**src/rtl/pll_reset_seq_pkg.sv**
```systemverilog
// Shared clocking definitions: FSM state encodings for the PLL
// reset sequencer plus the counter sizing helper.
//
// State encodings are plain localparams so a status-register decode
// can import this package and match the `state` port bit for bit.
package pll_reset_seq_pkg;

    localparam logic [2:0] ST_PLL_RST   = 3'd0;
    localparam logic [2:0] ST_WAIT_LOCK = 3'd1;
    localparam logic [2:0] ST_FILTER    = 3'd2;
    localparam logic [2:0] ST_RELEASE   = 3'd3;
    localparam logic [2:0] ST_RUN       = 3'd4;

    typedef enum logic [2:0] {
        S_PLL_RST   = ST_PLL_RST,
        S_WAIT_LOCK = ST_WAIT_LOCK,
        S_FILTER    = ST_FILTER,
        S_RELEASE   = ST_RELEASE,
        S_RUN       = ST_RUN
    } seq_state_e;

    // Width of the one counter shared by every timed state.
    // Never narrower than one bit.
    function automatic int cnt_width(
        input int a,
        input int b,
        input int c,
        input int d
    );
        int m;
        int w;
        m = a;
        if (b > m) m = b;
        if (c > m) m = c;
        if (d > m) m = d;
        w = $clog2(m);
        if (w < 1) w = 1;
        return w;
    endfunction

endpackage

```
**src/rtl/sync_1bit.sv**
```systemverilog
// Single-bit multi-flop synchroniser with async active-low clear.
// Ports: clk, rst_n, d (async input), q (synchronised output).
module sync_1bit #(
    parameter int STAGES = 2
) (
    input  logic clk,
    input  logic rst_n,
    input  logic d,
    output logic q
);

    logic [STAGES-1:0] ff;

    always_ff @(posedge clk or negedge rst_n) begin
        if (!rst_n) begin
            ff <= '0;
        end else begin
            ff <= {ff[STAGES-2:0], d};
        end
    end

    assign q = ff[STAGES-1];

endmodule

```
**src/rtl/pll_reset_seq.sv**
```systemverilog
// PLL reset sequencer: pulses PLL RESETB, filters LOCK, then releases
// per-domain resets in a staggered order; restarts on lock loss,
// lock timeout or relock request.
//
// Ports:
//   clk           free-running reference clock
//   rst_n         async active-low reset
//   pll_lock      PLL LOCK (async to clk)
//   relock_req    one-cycle request to restart the PLL
//   pll_resetb    PLL RESETB, active-low
//   domain_rst_n  per-domain active-low resets
//   ready         high only in RUN
//   timeout_count saturating count of lock timeouts
//   state         current FSM state encoding
module pll_reset_seq
    import pll_reset_seq_pkg::*;
#(
    parameter int N_DOMAINS      = 2,
    parameter int PLL_RST_CYCLES = 16,
    parameter int LOCK_FILTER    = 256,
    parameter int LOCK_TIMEOUT   = 65536,
    parameter int STAGGER        = 8,
    parameter int SYNC_STAGES    = 2
) (
    input  logic                 clk,
    input  logic                 rst_n,
    input  logic                 pll_lock,
    input  logic                 relock_req,
    output logic                 pll_resetb,
    output logic [N_DOMAINS-1:0] domain_rst_n,
    output logic                 ready,
    output logic [7:0]           timeout_count,
    output logic [2:0]           state
);

    localparam int CW = cnt_width(
        PLL_RST_CYCLES,
        LOCK_FILTER,
        LOCK_TIMEOUT,
        N_DOMAINS * STAGGER + 1
    );

    localparam logic [CW-1:0] RST_LAST  = CW'(PLL_RST_CYCLES - 1);
    localparam logic [CW-1:0] FILT_LAST = CW'(LOCK_FILTER - 1);
    localparam logic [CW-1:0] TO_LAST   = CW'(LOCK_TIMEOUT - 1);
    // One past the release of the last domain: the RUN entry edge.
    localparam logic [CW-1:0] REL_DONE  =
        CW'((N_DOMAINS - 1) * STAGGER + 1);

    seq_state_e           st;
    logic [CW-1:0]        cnt;
    logic                 lock_s;
    logic                 fault;
    logic [N_DOMAINS-1:0] rel_hit;

    sync_1bit #(
        .STAGES (SYNC_STAGES)
    ) u_lock_sync (
        .clk   (clk),
        .rst_n (rst_n),
        .d     (pll_lock),
        .q     (lock_s)
    );

    // Domains whose release slot matches the current counter value.
    always_comb begin
        rel_hit = '0;
        for (int i = 0; i < N_DOMAINS; i++) begin
            rel_hit[i] = (cnt == CW'(i * STAGGER));
        end
    end

    // Relock is honoured everywhere except PLL_RST; lock loss only
    // matters once domains are being (or have been) released.
    always_comb begin
        fault = 1'b0;
        if (st != S_PLL_RST && relock_req) begin
            fault = 1'b1;
        end
        if ((st == S_RELEASE || st == S_RUN) && !lock_s) begin
            fault = 1'b1;
        end
    end

    always_ff @(posedge clk or negedge rst_n) begin
        if (!rst_n) begin
            st            <= S_PLL_RST;
            cnt           <= '0;
            pll_resetb    <= 1'b0;
            domain_rst_n  <= '0;
            ready         <= 1'b0;
            timeout_count <= '0;
        end else if (fault) begin
            // Fault restarts never touch timeout_count.
            st           <= S_PLL_RST;
            cnt          <= '0;
            pll_resetb   <= 1'b0;
            domain_rst_n <= '0;
            ready        <= 1'b0;
        end else begin
            unique case (st)
                S_PLL_RST: begin
                    if (cnt == RST_LAST) begin
                        st         <= S_WAIT_LOCK;
                        cnt        <= '0;
                        pll_resetb <= 1'b1;
                    end else begin
                        cnt <= cnt + CW'(1);
                    end
                end
                S_WAIT_LOCK: begin
                    if (lock_s) begin
                        st  <= S_FILTER;
                        cnt <= '0;
                    end else if (cnt == TO_LAST) begin
                        st         <= S_PLL_RST;
                        cnt        <= '0;
                        pll_resetb <= 1'b0;
                        if (timeout_count != 8'hFF) begin
                            timeout_count <= timeout_count + 8'd1;
                        end
                    end else begin
                        cnt <= cnt + CW'(1);
                    end
                end
                S_FILTER: begin
                    if (!lock_s) begin
                        st  <= S_WAIT_LOCK;
                        cnt <= '0;
                    end else if (cnt == FILT_LAST) begin
                        st  <= S_RELEASE;
                        cnt <= '0;
                    end else begin
                        cnt <= cnt + CW'(1);
                    end
                end
                S_RELEASE: begin
                    if (cnt == REL_DONE) begin
                        st    <= S_RUN;
                        ready <= 1'b1;
                    end else begin
                        domain_rst_n <= domain_rst_n | rel_hit;
                        cnt          <= cnt + CW'(1);
                    end
                end
                S_RUN: begin
                    ready <= 1'b1;
                end
                default: begin
                    st           <= S_PLL_RST;
                    cnt          <= '0;
                    pll_resetb   <= 1'b0;
                    domain_rst_n <= '0;
                    ready        <= 1'b0;
                end
            endcase
        end
    end

    assign state = st;

endmodule

```
**config.mk**
```make
export PLATFORM = sky130hd
export DESIGN_NAME = pll_reset_seq
export DESIGN_NICKNAME = d
export VERILOG_FILES = /design/src/rtl/pll_reset_seq_pkg.sv /design/src/rtl/sync_1bit.sv /design/src/rtl/pll_reset_seq.sv
export SDC_FILE = /design/constraint.sdc
export NUM_CORES = 1
export LEC_CHECK = 0
export ABC_AREA = 1
export BUFFER_PORTS_ARGS = -buffer_cell sky130_fd_sc_hd__buf_2
export CAP_MARGIN = 20
export CORE_AREA = 2 2 80 82
export DETAILED_ROUTE_END_ITERATION = 10
export DIE_AREA = 0 0 82 84
export GPL_ROUTABILITY_DRIVEN = 0
export GPL_TIMING_DRIVEN = 0
export PLACE_DENSITY_LB_ADDON = 0.2
export SKIP_LAST_GASP = 1
export SLEW_MARGIN = 15
export SYNTH_ARGS = -nofsm -noshare
export SYNTH_HDL_FRONTEND = slang
export SYNTH_SLANG_ARGS = --single-unit
```
**constraint.sdc**
```tcl
create_clock -name clk -period 5.13 [get_ports clk]
set_clock_uncertainty 0.2 [all_clocks]
set_input_delay 0.2565 -clock clk [delete_from_list [all_inputs] [get_ports clk]]
set_output_delay 0.2565 -clock clk [all_outputs]
set_load 0.01 [all_outputs]
```
# ---- Word-level counts from Yosys, hierarchy flattened
# Index checks and enable logic that the tools add are counted.
dict set report classes {
  addsub 2
  multipliers 0
  div_mod_pow 0
  n_lt_le_gt_ge 0
  eq_ne 21
  shifts 0
  n_mux 29
  bitwise 3
  n_reduce_logical 16
}
# operator n
set ops {}
lappend ops {{$mux 16} 7}
lappend ops {{$pmux 16 s5} 1}
lappend ops {{$eq 16x4->1 const B} 3}
lappend ops {{$mux 3} 7}
lappend ops {{$add 16x1->16 const B} 1}
lappend ops {{$eq 16x16->1 const B} 1}
lappend ops {{$eq 16x8->1 const B} 1}
lappend ops {{$logic_not 16->1} 1}
lappend ops {{$pmux 3 s5} 1}
lappend ops {{$ne 3x3->1 const B} 4}
lappend ops {{$reduce_and 5->1} 2}
lappend ops {{$add 8x1->8 const B} 1}
lappend ops {{$mux 1} 8}
lappend ops {{$ne 8x8->1 const B} 1}
lappend ops {{$eq 3x2->1 const B} 2}
lappend ops {{$ne 2x1->1 const B} 3}
lappend ops {{$pmux 1 s3} 2}
lappend ops {{$reduce_and 2->1} 3}
lappend ops {{$reduce_or 3->1} 2}
lappend ops {{$mux 2} 2}
lappend ops {{$ne 4x3->1 const B} 1}
lappend ops {{$ne 4x4->1 const B} 1}
lappend ops {{$pmux 2 s2} 1}
lappend ops {{$reduce_and 4->1} 1}
lappend ops {{other kinds (12)} 14}
dict set report word_totals {
  regBits 33
  latch_bits 0
  mem_bits_rw 0
  mem_bits_ro 0
  memories 0
}

# ---- Logic depth before layout (Yosys ltp)
# Gate-level depths: netlist (run 1).
dict set report logic_depth {
  word_depth 6
  depth_mapped 12
}

# ---- By module
# A second synthesis (run 1) with hierarchy kept.
dict set report hier_totals {
  cells_unflattened 350
  hier_area_um2 2412.3
}
# module instances cells_each area_each_um2 seq_area_each_um2
set by_module_without_submodules {}
lappend by_module_without_submodules {pll_reset_seq 1 348 2362.3 775.7}
lappend by_module_without_submodules {sync_1bit 1 2 50.0 50.0}

# ---- Worst setup path before layout (run 1)
# Ideal clock, no wire load.
dict set report synth_timing {
  kind {register -> register}
  from {reg st[0], in the netlist state[0]}
  to {reg st[1], in the netlist state[1]}
  setup_ps 117
  arrival_ps 1490
  path_slack_ps 3323
  stages_incl_launch_ff 13
  path_cell_list {dfrtp_1 -> buf_6 -> nor2_4 -> nand2_1 -> nand2_2 -> a21oi_2 -> buf_6 -> nand2_4 -> nand2_1 -> nor2_1 -> nand2_1 -> nand2_1 -> nand2_1}
}
dict set report synth_via {
  elab_chain_cells 6
  elab_cells_between_ends 19
}
# item line_no
set synth_rtl {}
lappend synth_rtl {{start: declaration} pll_reset_seq.sv:50} ;# seq_state_e st;
lappend synth_rtl {{start signal: assignment} pll_reset_seq.sv:87} ;# st <= S_PLL_RST;
lappend synth_rtl {{start signal: assignment} pll_reset_seq.sv:95} ;# st <= S_PLL_RST;
lappend synth_rtl {{start signal: assignment} pll_reset_seq.sv:104} ;# st <= S_WAIT_LOCK;
lappend synth_rtl {{$reduce_bool 3->1, or another cell as far along} pll_reset_seq.sv:77} ;# if (st != S_PLL_RST && relock_req) begin
lappend synth_rtl {{$logic_and 1x1->1 or $logic_or 1x1->1 (tied branches)} {pll_reset_seq.sv:77, pll_reset_seq.sv:80}}
lappend synth_rtl {{$mux 1 or $logic_and 1x1->1 (tied branches)} {pll_reset_seq.sv:77, pll_reset_seq.sv:80}}
lappend synth_rtl {{$mux 1} pll_reset_seq.sv:80} ;# if ((st == S_RELEASE || st == S_RUN) && !lock_s) begin
lappend synth_rtl {{$ne 4x4->1 (no line), or another cell as far along} -}
lappend synth_rtl {{$reduce_and 5->1 (no line)} -}
# Parallel ways exist; a longest one is shown, timed or not.
# A chain may end at the register's enable or synchronous reset.

# ---- Worst setup path in the final report (run 1)
dict set report layout_timing {
  from {reg cnt[0]}
  to {reg cnt[3]}
}
dict set report layout_via {
  elab_chain_cells 5
  elab_cells_between_ends 15
}
# item line_no
set layout_rtl {}
lappend layout_rtl {{start: declaration} pll_reset_seq.sv:51} ;# logic [CW-1:0] cnt;
lappend layout_rtl {{start signal: assignment} pll_reset_seq.sv:108} ;# cnt <= cnt + CW'(1);
lappend layout_rtl {{start signal: assignment} pll_reset_seq.sv:123} ;# cnt <= cnt + CW'(1);
lappend layout_rtl {{start signal: assignment} pll_reset_seq.sv:134} ;# cnt <= cnt + CW'(1);
lappend layout_rtl {{$add 16x1->16, or another cell as far along} -}
lappend layout_rtl {{$mux 16, on equally long branches} {pll_reset_seq.sv:130, pll_reset_seq.sv:115}}
lappend layout_rtl {{$mux 16, on equally long branches} {pll_reset_seq.sv:127, pll_reset_seq.sv:112}}
lappend layout_rtl {{$pmux 16 s5} pll_reset_seq.sv:101} ;# unique case (st)
lappend layout_rtl {{$mux 16} pll_reset_seq.sv:93} ;# end else if (fault) begin
# Parallel ways exist; a longest one is shown, timed or not. The select of a mux whose other input is x is not followed.

==> results of run 1 <==
[repair_timing]
item                                   in CTS  in global routing
setup endpoints to repair                   0                  0
hold buffers                                2                  0
endpoints found under the hold margin      34                  0
[worst reg2reg max path: stages (launching register included)]
cell and delay, ns:
dfrtp_1 0.42, ha_1 0.27, nand3_1 0.21, nor2_2 0.24
nand4_1 0.19, nand2_1 0.15, nand3_2 0.18, nand2_1 0.12
nand2_1 0.06, nand2_1 0.06, inv_1 0.04
[state kept, by name, summed over array words and instances (netlist names)]
| name | count |
|---|---|
| cnt | 16 |
| domain_rst_n | 2 |
| pll_resetb | 1 |
| ready | 1 |
| state | 3 |
| timeout_count | 8 |
| u_lock_sync.ff | 2 |
[power by group]
part | internal (mW) | leakage [nW] | switching [mW]
Combinational | 0.142 | 0.987 | 0.295
Sequential | 0.284 | 0.445 | 0.0221
Clock | 0.0937 | 0.0439 | 0.107
[cells by family after synthesis]
kind of cell	count (synthesis)
buffers and inverters	59
flip-flops	33
adder cells (fa/ha/maj)	4
AO/OA/AOI/OAI	29
AND/OR/NAND/NOR	219
XOR/XNOR	9
[Yosys cell counts, types with 2 or more instances]
| cell type | instances | area [um^2] |
|---|---|---|
| nand4_1 | 5 | 31.3 |
| o21ai_0 | 8 | 40.0 |
| buf_2 | 2 | 10.0 |
| nor3_1 | 10 | 50.1 |
| nor2_2 | 4 | 25.0 |
| nand2_4 | 2 | 22.5 |
| nor2_1 | 36 | 135 |
| o21ai_1 | 3 | 15.0 |
| nor2_4 | 2 | 22.5 |
| nand3_1 | 34 | 170 |
| ha_1 | 4 | 50.1 |
| nand2_2 | 4 | 25.0 |
| inv_1 | 51 | 191 |
| xnor2_1 | 4 | 35.0 |
| o21ai_2 | 2 | 17.5 |
| dfrtp_1 | 33 | 826 |
| nand3_2 | 3 | 30.0 |
| xor2_1 | 5 | 43.8 |
| nand2_1 | 116 | 435 |
| buf_6 | 3 | 33.8 |
| a21oi_1 | 8 | 40.0 |
| o211ai_1 | 2 | 15.0 |
[final timing paths]
path	end	slack (ns)
hold / removal	u_lock_sync.ff[1]	0.16
setup / recovery	cnt[3]	2.89
hold reg to reg	u_lock_sync.ff[1]	0.16
min in group asynchronous	cnt[5]	0.36
setup reg to reg	cnt[3]	2.89
max in group asynchronous	timeout_count[6]	3.87
[routing by layer]
layer	wire length [um]	track usage, %
met1	2740	26.8
met2	2670	28.1
met3	305	4.00
met4	90	5.61
met5	0	0
[cell usage in the layout (no fill, tap or decap), types with 2 or more instances in the layout]
master	synthesis	routed
nand4_1	5	5
o211ai_1	2	2
inv_1	51	51
nand2_1	116	116
xnor2_1	4	4
clkbuf_8	0	5
dfrtp_1	33	33
nor2_2	4	4
dlygate4sd3_1	0	2
xor2_1	5	5
nor3_1	10	10
o21ai_0	8	8
nand2_2	4	4
nor2_1	36	36
o21ai_1	3	3
a21oi_1	8	8
nor2_4	2	2
ha_1	4	4
nand3_2	3	3
nand2_4	2	2
clkinv_2	0	2
o21ai_2	2	2
nand3_1	34	34
buf_6	3	3
buf_2	2	20
[final cells by class]
class                      instances  share of cell area (%)
sequential                        33                    31.0
timing repair buffer              20                    4.13
tap                               77                    3.62
buffer                             6                    2.21
clock buffer                       5                    2.58
clock inverter                     3                   0.658
multi-input combinational        261                    48.2
inverter                          53                    7.56
[stage by stage]
stage               util, %  power (mW)  std cells  instance area (um^2)  setup WS [ns]
floorplan                 -       0.633        353                  2370           3.32
global placement       42.0       0.736        448                  2560           2.91
detailed placement     42.0       0.743        448                  2560           2.91
CTS                    43.7       0.949        458                  2660           2.89
global route           43.7        1.03        458                  2660           2.66
finish                 43.7       0.943        458                  2660           2.89
==> parameters.txt, run 1 <==
Parameter                              Value

Outcome
  Result of the run    complete, no violations

Worst setup path
  Cell with the most instances on the worst path    nand2_1
  Crit-path slowest cell    dfrtp_1
  CP Capture Type    register
  Critical path launch point type    register
  Critical path cell sequence    ha_1, nand3_1, nor2_2, nand4_1, nand2_1, nand3_2, nand2_1, nand2_1, nand2_1, inv_1
  Reg2Reg Depth    10
  Critical path start-end classification    register to register
  Maximum cell stage delay along the critical path    around 0.42 ns
  Critical Path AT    ~2.2 ns
  Highest net fanout along the worst path    6
  Launching instance or port of the critical path    cnt[0]
  Crit path buf inv count    1
  Required time of the critical path    a little over 5 ns
  Number of logic stages on the critical path including buffering    10
  Critical register-to-register path startpoint    cnt[0]
  Cell type group with the largest total delay on the critical path    simple AND/OR/NAND/NOR gates

Cells and area
  Post-layout net count    approximately 390
  Seq. cell area    between 800 and 900 um^2
  Layout overhead on the synthesized area    12.3%
  Antenna cell count    0
  Number of fillers in the final layout    approximately 640
  Combined area of the multi-input logic cells    about 1300 um^2
  Fraction of layout cells with a size suffix above 1    approximately 14%

Pwr
  Pwr per Cell Area    roughly 350 nW/um^2
  Leakage power    approximately 1.5 nW
  Maximum resistive drop on vdd    approximately 0.19 mV

Min path
  Cell depth of the worst min-delay path    0
  Origin of the worst min-delay path    u_lock_sync.ff[0]
  Min-delay worst type    register to register

Floorplan
  Die W    between 80 and 90 um
  Number of core rows    29
  Die Y    between 80 and 90 um
  Initial Util    38.9%
  Total I/O pin count    19
  Floorplan core area    6100 um^2
  Die Outline Area    ~7000 um^2

Global route
  Total global routing overflow    0
  Number of antenna violations at the first check in global routing    0
  Vias in the first global route    just over 2000
  Global-route wire length before repair    approximately 10 mm
  Total GRT Usage    a little under a fifth
  Pin count of the biggest net entering global routing    34

Yosys
  Number of synthesized flops with an enable pin    0
  Ys Warns    0
  Fraction of the yosys area taken by sequential cells    between 30% and 40%
  Count of mapped cells out of synthesis    roughly 350
  Syn Std Cell Area    between 2000 and 2500 um^2
  Synthesized flop and latch total    33
  Adder-Cell Fraction of Synth Area    around 2.1%
  Post-Syn Nets    between 300 and 400
  Combinational family with the most area after synthesis    simple AND/OR/NAND/NOR gates
  Average footprint of a synthesized cell    6.72 um^2
  Library cells used by synthesis    34
  Post-synth top flop    dfrtp_1
  Simple-gate share of the synthesized area    around two fifths
  Asr flop ratio synth    between 90% and 100%
  Parity-gate share of the synthesized area counting xor and xnor cells    around 3.3%
  Synthesized-area fraction occupied by ao, oa, aoi and oai cells    under 10%
  Share of cell area taken by muxes after synthesis    0%

Timing
  Rel. slew slack    approximately half
  Worst hold slack across all endpoints    0.157 ns
  Pin slew with the least headroom to its limit    approximately 0.76 ns
  Shortest clock period the worst path allows after layout    about 2.2 ns
  Setup repair after global routing missed its margin    no
  Hold violation count in the final report    0
  Setup violators final    0
  Pins Over Slew Limit    0
  Part of the cycle the worst path needs    between 40% and 50%
  Max frequency    around 450 MHz
  Setup TNS    0 ns

Job
  Number of max-capacitance violations reported    0

Routing
  ANT nets after route    0
  Wire length reported by the detailed router    5.81 mm
  Vias after detailed routing    2286
  Post-route DRC    0
  Number of vias per cell after detailed routing    approximately 5
  Number of violations reported at the end of detailed-routing iteration 0    between 150 and 200
  Wire length per cell    around 13 um
  First drt pass iteration count    5

Placement
  Count of input and output buffers    18
  Detailed placement HPWL    4.36 mm

Clocking
  Clk sink count    33
  Clk slew on worst S/H paths    0.08 ns
  Cts bufs inserted    5
  Clock insertion delay at the later pin of the skew report    about 0.29 ns
  # H-tree levels    2
  Number of gates resized after CTS    0
  Clock root buffer master    clkbuf_8
  CTS tree    built
  Number of setup buffers added after CTS    0
  Largest buffer count on any clock path    2
(Power assumes the default switching activity.)
==> run 2, diff against run 1 <==
--- a/config.mk
+++ b/config.mk
@@ -5,12 +5,12 @@
 export SDC_FILE = /design/constraint.sdc
 export NUM_CORES = 1
 export LEC_CHECK = 0
-export ABC_AREA = 1
+export ABC_AREA = 0
 export BUFFER_PORTS_ARGS = -buffer_cell sky130_fd_sc_hd__buf_2
 export CAP_MARGIN = 20
-export CORE_AREA = 2 2 80 82
+export CORE_AREA = 2 2 74 76
 export DETAILED_ROUTE_END_ITERATION = 10
-export DIE_AREA = 0 0 82 84
+export DIE_AREA = 0 0 76 78
 export GPL_ROUTABILITY_DRIVEN = 0
 export GPL_TIMING_DRIVEN = 0
 export PLACE_DENSITY_LB_ADDON = 0.2
==> constraint.sdc (replaced) <==
create_clock -name clk -period 1.85 [get_ports clk]
set_clock_uncertainty 0.2 [all_clocks]
set_input_delay 0.0925 -clock clk [delete_from_list [all_inputs] [get_ports clk]]
set_output_delay 0.0925 -clock clk [all_outputs]
set_load 0.01 [all_outputs]
==> run 2 against run 1 <==
Compared with the run above: the run now ends with setup timing left; critical path depth decreased by 3; flip-flop and latch count stayed put; first-iteration DRC count decreased by 3.7%; register-to-register slack got worse by 3.5 ns; cell count fell by 26%; design area down 0.28%.
==> parameters.txt, run 2 <==
Parameter                              Value

Outcome
  Result of the run    complete, but fails checks
  Failing checks    setup timing

Worst setup path
  Crit path buf inv count    2 (+1)
  Maximum cell stage delay along the critical path    0.55 ns (+0.13 ns)
  Cell type group with the largest total delay on the critical path    simple AND/OR/NAND/NOR gates
  CP Capture Type    register
  Critical path launch point type    register
  Critical path cell sequence    or4bb_1, a31o_2, a31o_1, buf_6, buf_4, or4_1, o211ai_1
  Highest net fanout along the worst path    9 (+3)
  Required time of the critical path    1.85 ns (-3.27 ns)
  Crit-path slowest cell    or4bb_1
  Critical Path AT    2.51 ns (+0.28 ns)
  Critical path start-end classification    register to register

Yosys
  Most numerous cell in the Yosys netlist    dfrtp_1
  Number of synthesized flops with an enable pin    0 (unchanged)
  Post-synth top flop    dfrtp_1
  Most numerous cell types in the synthesized netlist    dfrtp_1 (33), nand2_1 (19), nor2_1 (16), nand3_1 (11), a21oi_1 (10)
  Post-Syn Nets    217 (-40%)
  Count of mapped cells out of synthesis    209 (-41%)
  Asr flop ratio synth    100% (unchanged)
  Ys Warns    0 (unchanged)
  Synthesized flop and latch total    33 (unchanged)
  Average footprint of a synthesized cell    9.63 um^2 (+43%)
  Library cells used by synthesis    52 (+53%)
  Fraction of the yosys area taken by sequential cells    41.0% (+6.2 points)
  Area contributors post-synth    dfrtp_1 (41%), nand2_1 (3.5%), nor2_1 (3.0%)
  Most area-hungry cell type in the Yosys netlist    dfrtp_1
  Fraction of post-synthesis cell area in the top cell type by area    41.0% (+6.2 points)
  Syn Std Cell Area    2010 um^2 (-15%)

Timing
  Final worst setup slack    -0.658 ns (-3.55 ns)
  Max frequency    399 MHz (-11%)
  Pin slew with the least headroom to its limit    0.740 ns (-0.0185 ns)
  Part of the cycle the worst path needs    136% (+92 points)
  Hold violation count in the final report    0 (unchanged)
  Rel. slew slack    50.6% (+1.2 points)
  Shortest clock period the worst path allows after layout    2.51 ns (+0.269 ns)
  Pins Over Slew Limit    0 (unchanged)
  Setup repair after global routing missed its margin    yes
  Setup violators final    31 (+31)

Pwr
  Maximum resistive drop on vdd    0.320 mV (+70%)
  Leakage power    1.22 nW (-18%)
  Pwr per Cell Area    484 nW/um^2 (+37%)

Placement
  Placement-stage worst setup slack    -0.766 ns (-3.68 ns)
  Placement Cell Area    2280 um^2 (-11%)
  Detailed placement HPWL    3.19 mm (-27%)
  Count of input and output buffers    18 (unchanged)

Routing
  Post-route DRC    0 (unchanged)
  Number of violations reported at the end of detailed-routing iteration 0    157 (-3.7%)
  Met3 Routed Length    211 um (-31%)
  ANT nets after route    0 (unchanged)
  Wire length reported by the detailed router    4.96 mm (-15%)
  Met2 WL post-DR    2.30 mm (-14%)
  Highest routed metal layer    met4
  Total routed wire length on the met1 layer    2.35 mm (-14%)
  Number of vias per cell after detailed routing    5.34 (+6.9%)
  Wire length per cell    14.7 um (+16%)
  First drt pass iteration count    4 (-1)
  Vias after detailed routing    1798 (-21%)

Job
  Number of max-capacitance violations reported    0 (unchanged)

Clocking
  Clk sink count    33 (unchanged)
  # H-tree levels    2 (unchanged)
  Clk slew on worst S/H paths    0.07 ns (about the same)
  CTS tree    built
  Clock insertion delay at the later pin of the skew report    0.29 ns (about the same)
  Largest buffer count on any clock path    2 (unchanged)
  Cts bufs inserted    5 (unchanged)
  Clock root buffer master    clkbuf_8

Global route
  Total GRT Usage    18.3% (-0.38 points)
  Number of antenna violations at the first check in global routing    0 (unchanged)
  Total global routing overflow    0 (unchanged)
  Global-route wire length before repair    8.64 mm (-13%)
  Pin count of the biggest net entering global routing    34 (unchanged)
  Vias in the first global route    1785 (-14%)

Cells and area
  Register ranked first by flip-flop count    cnt
  Most common cell after layout, fill and taps aside    dfrtp_1
  Antenna cell count    0 (unchanged)
  Layout overhead on the synthesized area    31.9%
  Fraction of layout cells with a size suffix above 1    36.3% (+22 points)
  Number of flip-flops under the largest register name    16 (unchanged)
  Post-layout net count    274 (-29%)
  Final std cell area, no fill    2660 um^2 (-0.28%)
  Highest-count cells in the layout ignoring fill and taps    dfrtp_1 (29), buf_4 (26), nand2_1 (19), buf_2 (18), nor2_1 (15)

Floorplan
  Number of core rows    26 (-10%)
  Die Y    78 um (-7.1%)
  Floorplan core area    5040 um^2 (-17%)
  Initial Util    39.9% (+1.0 points)
  Die Outline Area    5930 um^2 (-14%)
  Die W    76 um (-7.3%)
  Total I/O pin count    19 (unchanged)

Min path
  Min-delay worst type    register to register
-- run 2: final timing paths --
check / startpoint / to / slack [ns] / cells past startpoint
min: u_lock_sync.ff[0] / u_lock_sync.ff[1] / 0.15 / 0
max in group asynchronous: rst_n / cnt[2] / 0.72 / 2
max reg2reg: state[2] / cnt[13] / -0.66 / 7
min reg2reg: u_lock_sync.ff[0] / u_lock_sync.ff[1] / 0.15 / 0
min in group asynchronous: rst_n / cnt[5] / 0.21 / 2
max: state[2] / cnt[13] / -0.66 / 7
-- run 2: repair_timing --
| action | CTS | global route |
|---|---|---|
| setup buffers | 21 | 7 |
| pin swaps | 13 | 3 |
| hold endpoints to repair | 35 | 0 |
| resized for setup | 12 | 2 |
| hold buffers | 3 | 0 |
| setup endpoints to repair | 31 | 31 |
| gates cloned | 1 | 0 |
-- run 2: per-stage QoR --
step | TNS, ns | utilization (%) | std cells | hold WS [ns] | power [mW]
4_1_cts | -14.42 | 51.5 | 330 | 0.153 | 1.31
5_1_grt | -17.82 | 52.7 | 337 | 0.159 | 1.35
2_1_floorplan | -9.68 | - | 209 | -0.403 | 0.741
3_5_place_dp | -16.43 | 45.3 | 297 | 0.00832 | 0.761
6_report | -14.71 | 52.7 | 337 | 0.150 | 1.29
3_3_place_gp | -16.45 | 45.3 | 297 | 0.00252 | 0.761
-- run 2: area by class of cell --
cell class | instances | area [um^2]
Inverter | 6 | 25.0
Fill cell | 469 | 2390
Timing Repair inverter | 1 | 7.51
Timing Repair Buffer | 49 | 342
Clock buffer | 6 | 72.6
Tap cell | 70 | 87.6
Multi-Input combinational cell | 162 | 1180
Clock inverter | 2 | 10.0
Buffer | 8 | 98.8
Sequential cell | 33 | 831
-- run 2: where the power goes --
| group | switching [mW] | internal (mW) | total (mW) |
|---|---|---|---|
| sequential | 0.00101 | 0.723 | 0.724 |
| clock | 0.270 | 0.261 | 0.530 |
| combinational | 0.0198 | 0.0114 | 0.0312 |
-- run 2: cells by family after synthesis --
family | synth area share, %
xor+xnor | 3.48
compound gates | 16.9
flops | 41.0
buf+inv | 4.47
simple gates | 29.5
mux | 1.62
fa+ha+maj | 2.98
-- run 2: metal layers --
layer | track usage (%) | up-vias
met5 | 0 | -
li1 | - | 886
met3 | 3.60 | 12
met2 | 29.0 | 41
met1 | 24.8 | 859
met4 | 7.27 | 0
